### config.mk
export PLATFORM = sky130hd
export DESIGN_NAME = adder_share_arbiter
export DESIGN_NICKNAME = d
export VERILOG_FILES = /design/src/rtl/adder_share_arbiter.sv
export SDC_FILE = /design/constraint.sdc
export NUM_CORES = 1
export LEC_CHECK = 0
export ABC_CLOCK_PERIOD_IN_PS = 13700
export CORE_AREA = 2 2 229 231
export CTS_CLUSTER_DIAMETER = 120
export DETAILED_ROUTE_END_ITERATION = 16
export DIE_AREA = 0 0 231 233
export PLACE_DENSITY_LB_ADDON = 0.15
export SETUP_SLACK_MARGIN = 0.3
export SLEW_MARGIN = 20
export SYNTH_ARGS = -nofsm -noshare
export SYNTH_HDL_FRONTEND = slang
export SYNTH_SLANG_ARGS = --single-unit
### constraint.sdc
create_clock -name clk -period 13.7 [get_ports clk]
set_clock_uncertainty 0.05 [all_clocks]
set_input_delay 2.74 -clock clk [delete_from_list [all_inputs] [get_ports clk]]
set_output_delay 2.74 -clock clk [all_outputs]
set_load 0.05 [all_outputs]
### src/rtl/adder_share_arbiter.sv
// adder_share_arbiter: round-robin sharing of one registered lookahead carry adder among NREQ requesters.
// Includes the combinational lookahead_carry_adder it wraps.
module lookahead_carry_adder #(
    parameter int WIDTH = 64
) (
    input  logic [WIDTH-1:0] a,
    input  logic [WIDTH-1:0] b,
    input  logic             cin,
    output logic [WIDTH-1:0] sum,
    output logic             cout
);
    logic [WIDTH:0] g;
    logic [WIDTH:0] p;
    // Kogge-Stone prefix; position 0 carries cin so g[i] ends as the carry into bit i
    always_comb begin
        g = {a & b, cin};
        p = {a ^ b, 1'b0};
        for (int d = 1; d <= WIDTH; d = d * 2) begin
            for (int i = WIDTH; i >= d; i--) begin
                g[i] = g[i] | (p[i] & g[i-d]);
                p[i] = p[i] & p[i-d];
            end
        end
        sum = (a ^ b) ^ g[WIDTH-1:0];
        cout = g[WIDTH];
    end
endmodule

module adder_share_arbiter #(
    parameter int WIDTH = 64,
    parameter int NREQ = 4,
    parameter int IDW = $clog2(NREQ)
) (
    input  logic                  clk,
    input  logic                  rst,
    input  logic [NREQ-1:0]       req_valid,
    output logic [NREQ-1:0]       req_ready,
    input  logic [NREQ*WIDTH-1:0] req_a,
    input  logic [NREQ*WIDTH-1:0] req_b,
    input  logic [NREQ-1:0]       req_cin,
    output logic                  rsp_valid,
    input  logic                  rsp_ready,
    output logic [IDW-1:0]        rsp_id,
    output logic [WIDTH-1:0]      rsp_sum,
    output logic                  rsp_cout,
    output logic                  busy
);
    logic v1, v2, ld1, ld2, gnt_any, cin1, cout;
    logic [IDW-1:0] ptr, gnt, id1, cand;
    logic [IDW:0] idx;
    logic [WIDTH-1:0] a1, b1, sum;

    assign ld2 = !v2 || rsp_ready;
    assign ld1 = !v1 || ld2;
    assign rsp_valid = v2;
    assign busy = v1 || v2;

    // scan from the highest offset down so the nearest requester after ptr wins
    always_comb begin
        gnt_any = 1'b0;
        gnt = '0;
        idx = '0;
        cand = '0;
        for (int k = NREQ - 1; k >= 0; k--) begin
            idx = {1'b0, ptr} + (IDW+1)'(k);
            idx = (idx >= (IDW+1)'(NREQ)) ? idx - (IDW+1)'(NREQ) : idx;
            cand = idx[IDW-1:0];
            if (req_valid[cand]) begin
                gnt_any = 1'b1;
                gnt = cand;
            end
        end
    end

    always_comb begin
        req_ready = '0;
        if (ld1 && gnt_any && !rst) req_ready[gnt] = 1'b1;
    end

    lookahead_carry_adder #(.WIDTH(WIDTH)) u_add (
        .a(a1), .b(b1), .cin(cin1), .sum(sum), .cout(cout)
    );

    always_ff @(posedge clk or posedge rst) begin
        if (rst) begin
            v1 <= 1'b0;
            v2 <= 1'b0;
            ptr <= '0;
            a1 <= '0;
            b1 <= '0;
            cin1 <= 1'b0;
            id1 <= '0;
            rsp_id <= '0;
            rsp_sum <= '0;
            rsp_cout <= 1'b0;
        end else begin
            if (ld1) v1 <= gnt_any;
            if (ld1 && gnt_any) begin
                a1 <= req_a[int'(gnt)*WIDTH +: WIDTH];
                b1 <= req_b[int'(gnt)*WIDTH +: WIDTH];
                cin1 <= req_cin[gnt];
                id1 <= gnt;
                ptr <= (gnt == IDW'(NREQ - 1)) ? '0 : gnt + IDW'(1);
            end
            if (ld2) v2 <= v1;
            if (ld2 && v1) begin
                rsp_sum <= sum;
                rsp_cout <= cout;
                rsp_id <= id1;
            end
        end
    end
endmodule
==> results.cfg, run 1 <==
[synthesis]
synth_edf_count = 0
seq_area_frac_synth = 0.3339
syn-instance-count = 2246
synth_nets = 2838
async_flop_share = 1.000
synth_ff_type = dfrtp_1
synth_common_cells = nand2_1 (911), o21ai_0 (342), dfrtp_1 (202), clkbuf_1 (150), nand3_1 (150)
netlist_area_sq_um = 15140
avgSynthCellArea_sq_um = 6.741
synthDistinctLibCells = 65
synth_warnings = 0
yosysMostFrequentCell = nand2_1
synth.top_cell.area_share = 0.3339
yosysTopAreaCell = dfrtp_1
synth-seq-cells = 202
ys_top_cells_by_area = dfrtp_1 (33%), nand2_1 (23%), o21ai_0 (11%), ha_1 (5.6%), nand3_1 (5.0%)

[drt]
via_count = 16760
drtIter0Drc = 929
dr.pass1.iters = 5
routed_wl_um = 59040
vias_per_cell = 4.889
wl_per_cell_um = 17.22
antenna_left = 0
drc = 0

[power_and_ir_drop]
vdd_drop_max_v = 0.00009941
powerDensity_nw_per_um2 = 211.8
p_leak_uw = 0.009824
power_uw = 4738

[critical_path]
critPathMaxFanout = 87
reg2reg_setup_slack_ps = 9500
arrival_ps = 6720
start_kind = input port
crit_path_end_kind = primary output
required_ps = 10910
critical_path_class = in -> out

[timing]
fin_crit_sh = 0.6942
setup_tns_ps = 0
slew_headroom = 0.3010
worst_slack_ps = 4190
report.final.hold_viol_count = 0
min_period_ps = 9510
timing.fmax_mhz = 105.2
rsz0062_at_grt = no
worst_slew_pin_slew_ps = 1048
slew_viol_final = 0
setup_viol = 0

[grt]
antenna_found_initial = 3
use_met3 = 0.03775
grt_overflow = 0
grt_pass1_vias = 16330
track_usage = 0.2111
use_met1 = 0.2644
use_met2 = 0.3715
grt.busiest_layer = met2
grt_pass1_wl_um = 90240
grt_max_degree = 267

[layout]
fill_cells = 5404
synthToLayoutAreaGrowth_pct = 47.79
seqCellArea_sq_um = 5055
layoutNonFillerInstCount = 3428
final_nets = 3322
drive_above_1_share = 0.02439
multi_input_area_sq_um = 9475

[placed_design]
numPortBuffers = 595
numPlacedInstances = 3382
pre_cts_ws_ps = 4156
place_congestion = 0.9144
detailedPlacementHpwl_um = 46060

[clocking]
tritoncts = done
hold_buffers = 0
clk_latency_ps = 550
clockRootBuffer = clkbuf_16
cts.clk_slew.worst_paths_ps = 60
clk_path_buf_depth = 3
ctsHtreeMaxLevel = 1
cts.sinks = 202
cts_buffers = 26
cts_setup_buffers = 0
ctsResizeCount = 0

[run_status]
outcome = finished clean

[floorplan]
dieHeight_um = 233
die_area_sq_um = 53820
num_rows = 83
start_util = 0.2963
io_pins = 596
core_region_area_sq_um = 51090
die_w_um = 231

[hold_path]
min_path_type = reg -> reg

[flow_run]
maxCapViolations = 0
-- worst max-delay path, stage by stage --
cell,delay [ps]
clkdlybuf4s50_1,600
a21oi_1,100
o21a_1,200
o22ai_4,220
buf_4,760
buf_4,720
ha_1,260
nor3b_1,170
clkdlybuf4s50_1,830
-- cell families after synthesis --
family,Yosys count,synth area share
simple gates,1197,0.3233
xor+xnor,46,0.02661
mux,3,0.001984
flops,202,0.3339
fa+ha+maj,69,0.05752
buf+inv,170,0.04215
compound gates,559,0.2145
-- metal layers --
metal | part of all wire | vias to the layer above
li1 | - | 8586
met1 | 0.42 | 7728
met2 | 0.50 | 362
met3 | 0.050 | 80
met4 | 0.027 | 4
met5 | 0.00034 | -
-- power breakdown --
| part | total [uW] | internal [uW] | switching, uW |
|---|---|---|---|
| Clock | 677 | 412 | 265 |
| Combinational | 3020 | 1110 | 1910 |
| Sequential | 1040 | 861 | 178 |
| Total | 4740 | 2380 | 2360 |
-- final timing paths --
path	from	depth (start not counted)	to
min in group asynchronous	rst	2	v1$_DFFE_PP0P_
min	id1[1]$_DFFE_PP0P_	2	rsp_id[1]$_DFFE_PP0P_
max in group asynchronous	rst	4	b1[56]$_DFFE_PP0P_
max	req_valid[0]	9	req_ready[0]
max reg2reg	ptr[1]$_DFFE_PP0P_	10	a1[33]$_DFFE_PP0P_
min reg2reg	id1[1]$_DFFE_PP0P_	2	rsp_id[1]$_DFFE_PP0P_
-- stage by stage --
step	hold slack [ps]	instance area (sq um)	utilization
after floorplan	388.6	15140	-
after global placement	403.0	21530	0.4213
after detailed placement	415.9	21530	0.4213
after CTS	431.8	22370	0.4379
after global routing	445.7	22370	0.4379
final	422.0	22380	0.4379
-- layout make-up --
type	count	area share
clock buffers	37	0.03316
repair buffers	606	0.2704
flip-flops and latches	202	0.2259
clock inverters	8	0.004641
inverters	20	0.004250
diodes	1	0.0001118
multi-input cells	1874	0.4235
well taps	680	0.03802
-- flip-flops by register name (all words and copies together), names as in the netlist --
name       count
a1            64
cin1           1
rsp_id         2
rsp_sum       64
v1             1
id1            2
rsp_valid      1
ptr            2
b1            64
rsp_cout       1
-- layout by cell type (no fill, tap or decap), drive strengths merged, types with 3 or more instances in the layout --
cell	n
a211o	7
a211oi	8
a21o	35
a21oi	76
a221o	3
a221oi	3
a31oi	8
and2	7
and3	8
buf	11
clkbuf	37
clkdlybuf4s50	595
clkinv	5
dfrtp	202
ha	68
inv	20
mux2i	3
nand2	911
nand2b	6
nand3	150
nand4	24
nor2	54
nor2b	5
nor3	12
nor3b	4
o211ai	4
o21a	13
o21ai	344
o21bai	13
o311ai	7
o31ai	10
or3	6
xnor2	28
xor2	18
(Power assumes the default switching activity.)
==> inputs of run 2 (changes only) <==
--- a/config.mk
+++ b/config.mk
@@ -5,7 +5,7 @@
 export SDC_FILE = /design/constraint.sdc
 export NUM_CORES = 1
 export LEC_CHECK = 0
-export ABC_CLOCK_PERIOD_IN_PS = 13700
+export ABC_CLOCK_PERIOD_IN_PS = 8200
 export CORE_AREA = 2 2 229 231
 export CTS_CLUSTER_DIAMETER = 120
 export DETAILED_ROUTE_END_ITERATION = 16
==> constraint.sdc (replaced) <==
create_clock -name clk -period 8.2 [get_ports clk]
set_clock_uncertainty 0.05 [all_clocks]
set_input_delay 1.64 -clock clk [delete_from_list [all_inputs] [get_ports clk]]
set_output_delay 1.64 -clock clk [all_outputs]
set_load 0.05 [all_outputs]
==> run 2 against run 1 <==
Net effect:
- setup slack got worse by 2400 ps
- wire length increased by 0.27%
- cell count about the same
- combinational power increased by 68%
- count of clock-buffer cells in the layout unchanged
- via count increased by 0.37%
- worst hold slack got worse by 3.3 ps
==> results.cfg, run 2 (synthesized netlist as in run 1, its figures left out) <==
[power_and_ir_drop]
power_uw = 7847
vdd_drop_max_v = 0.0001676
p_int_uw = 3902
p_leak_uw = 0.009806
power_frac_seq = 0.222
p_switching_uw = 3945
switching_share = 0.5028
powerDensity_nw_per_um2 = 351.4
p_clk_frac = 0.133
pwr-share-comb = 0.645

[drt]
antenna_left = 0
via_count = 16820
drc = 0
drtIter0Drc = 1025
vias_per_cell = 4.910
dr.pass1.iters = 7
routed_wl_um = 59200
wl_per_cell_um = 17.28

[layout]
synthToLayoutAreaGrowth_pct = 47.49
reg_top3 = a1: 64 flops, b1: 64 flops, rsp_sum: 64 flops
final_cell_mix = nand2_1 (910), clkdlybuf4s50_1 (595), o21ai_0 (342)
drive_above_1_share = 0.02368
layout_commonest_cell = nand2_1
final_nets = 3322

[floorplan]
die_w_um = 231
num_rows = 83
start_util = 0.2963
die_area_sq_um = 53820
core_region_area_sq_um = 51090
dieHeight_um = 233
io_pins = 596

[critical_path]
required_ps = 6510
crit_path_end_kind = primary output
arrival_ps = 4710
critical_path_class = in -> out
critPathMaxFanout = 187
start_kind = input port

[timing]
slew_headroom = 0.3041
setup_tns_ps = 0
min_period_ps = 6399
timing.fmax_mhz = 156.3
fin_crit_sh = 0.7804
rsz0062_at_grt = no
slew_viol_final = 0
setup_viol = 0
report.final.hold_viol_count = 0
worst_slew_pin_slew_ps = 1044

[clocking]
clk_latency_ps = 540
cts.sinks = 202
clk_path_buf_depth = 3
ctsResizeCount = 0
cts_buffers = 25
ctsHtreeMaxLevel = 1
hold_buffers = 0
tritoncts = done
cts_setup_buffers = 0
clockRootBuffer = clkbuf_16
cts.clk_slew.worst_paths_ps = 60

[placed_design]
place_congestion = 0.9143
numPortBuffers = 595
detailedPlacementHpwl_um = 45640

[grt]
grt_pass1_wl_um = 90320
grt_overflow = 0
antenna_found_initial = 2
track_usage = 0.2108
grt_max_degree = 267
grt_pass1_vias = 16380

[flow_run]
maxCapViolations = 0

[hold_path]
min_path_type = reg -> reg

[run_status]
outcome = finished clean
## run 2: cell count changes in the layout (fill, tap and decap cells not counted)
cell / delta
inv_6: +1
buf_12: +1
clkinv_8: -1
clkinvlp_4: -1
bufinv_16: -2
buf_16: +1
clkbuf_8: +1
clkbuf_16: -1
buf_4: -1
## run 2: power groups by stage
stage / combinational [uW] / sequential (uW) / clock, uW
6_report: 5060 / 1740 / 1050
5_1_grt: 5620 / 1800 / 1120
4_1_cts: 5080 / 1750 / 1080
3_5_place_dp: 5060 / 1760 / 0
3_3_place_gp: 5030 / 1750 / 0
2_1_floorplan: 2940 / 2220 / 0
## run 2: cell type report
cell class / instances / area (sq um)
diodes: 1 / 2.502
clock buffers: 37 / 730.7
clock inverters: 5 / 28.78
fillers: 5288 / 28770
inverters: 20 / 95.09
multi-input cells: 1874 / 9475
flip-flops and latches: 202 / 5055
well taps: 680 / 850.8
repair buffers: 607 / 6091
## run 2: critical path, stage by stage
cell             delay [ps]
clkdlybuf4s50_1         590
a21oi_1                 100
o21a_1                  210
o22ai_4                 260
buf_12                  600
ha_1                    260
nor3b_1                 180
clkdlybuf4s50_1         850
## run 2: worst paths after layout
check / startpoint / to / slack, ps / cells past startpoint
max: req_valid[0] / req_ready[1] / 1800 / 8
min: rsp_sum[34]$_DFFE_PP0P_ / rsp_sum[34]$_DFFE_PP0P_ / 420 / 2
max reg2reg: a1[5]$_DFFE_PP0P_ / rsp_sum[49]$_DFFE_PP0P_ / 4430 / 10
min reg2reg: rsp_sum[34]$_DFFE_PP0P_ / rsp_sum[34]$_DFFE_PP0P_ / 420 / 2
max in group asynchronous: rst / a1[53]$_DFFE_PP0P_ / 5290 / 3
min in group asynchronous: rst / ptr[1]$_DFFE_PP0P_ / 1540 / 2
## run 2: per-layer routing
| layer | global-route usage | part of all wire |
|---|---|---|
| met2 | 0.3758 | 0.50 |
| met1 | 0.2678 | 0.43 |
| met4 | 0.04375 | 0.020 |
| met5 | 0 | 0.00019 |
| met3 | 0.03321 | 0.049 |
## run 2: per-stage QoR
step | hold slack [ps] | worst slack (ps) | instance area (sq um) | util | cells
2_1_floorplan | 388.6 | 999.3 | 15140 | - | 2246
3_3_place_gp | 398.2 | 1751 | 21540 | 0.4216 | 3382
3_5_place_dp | 406.3 | 1730 | 21540 | 0.4216 | 3382
4_1_cts | 421.4 | 1725 | 22300 | 0.4364 | 3424
5_1_grt | 445.6 | 1551 | 22330 | 0.4370 | 3425
6_report | 418.7 | 1801 | 22330 | 0.4370 | 3426
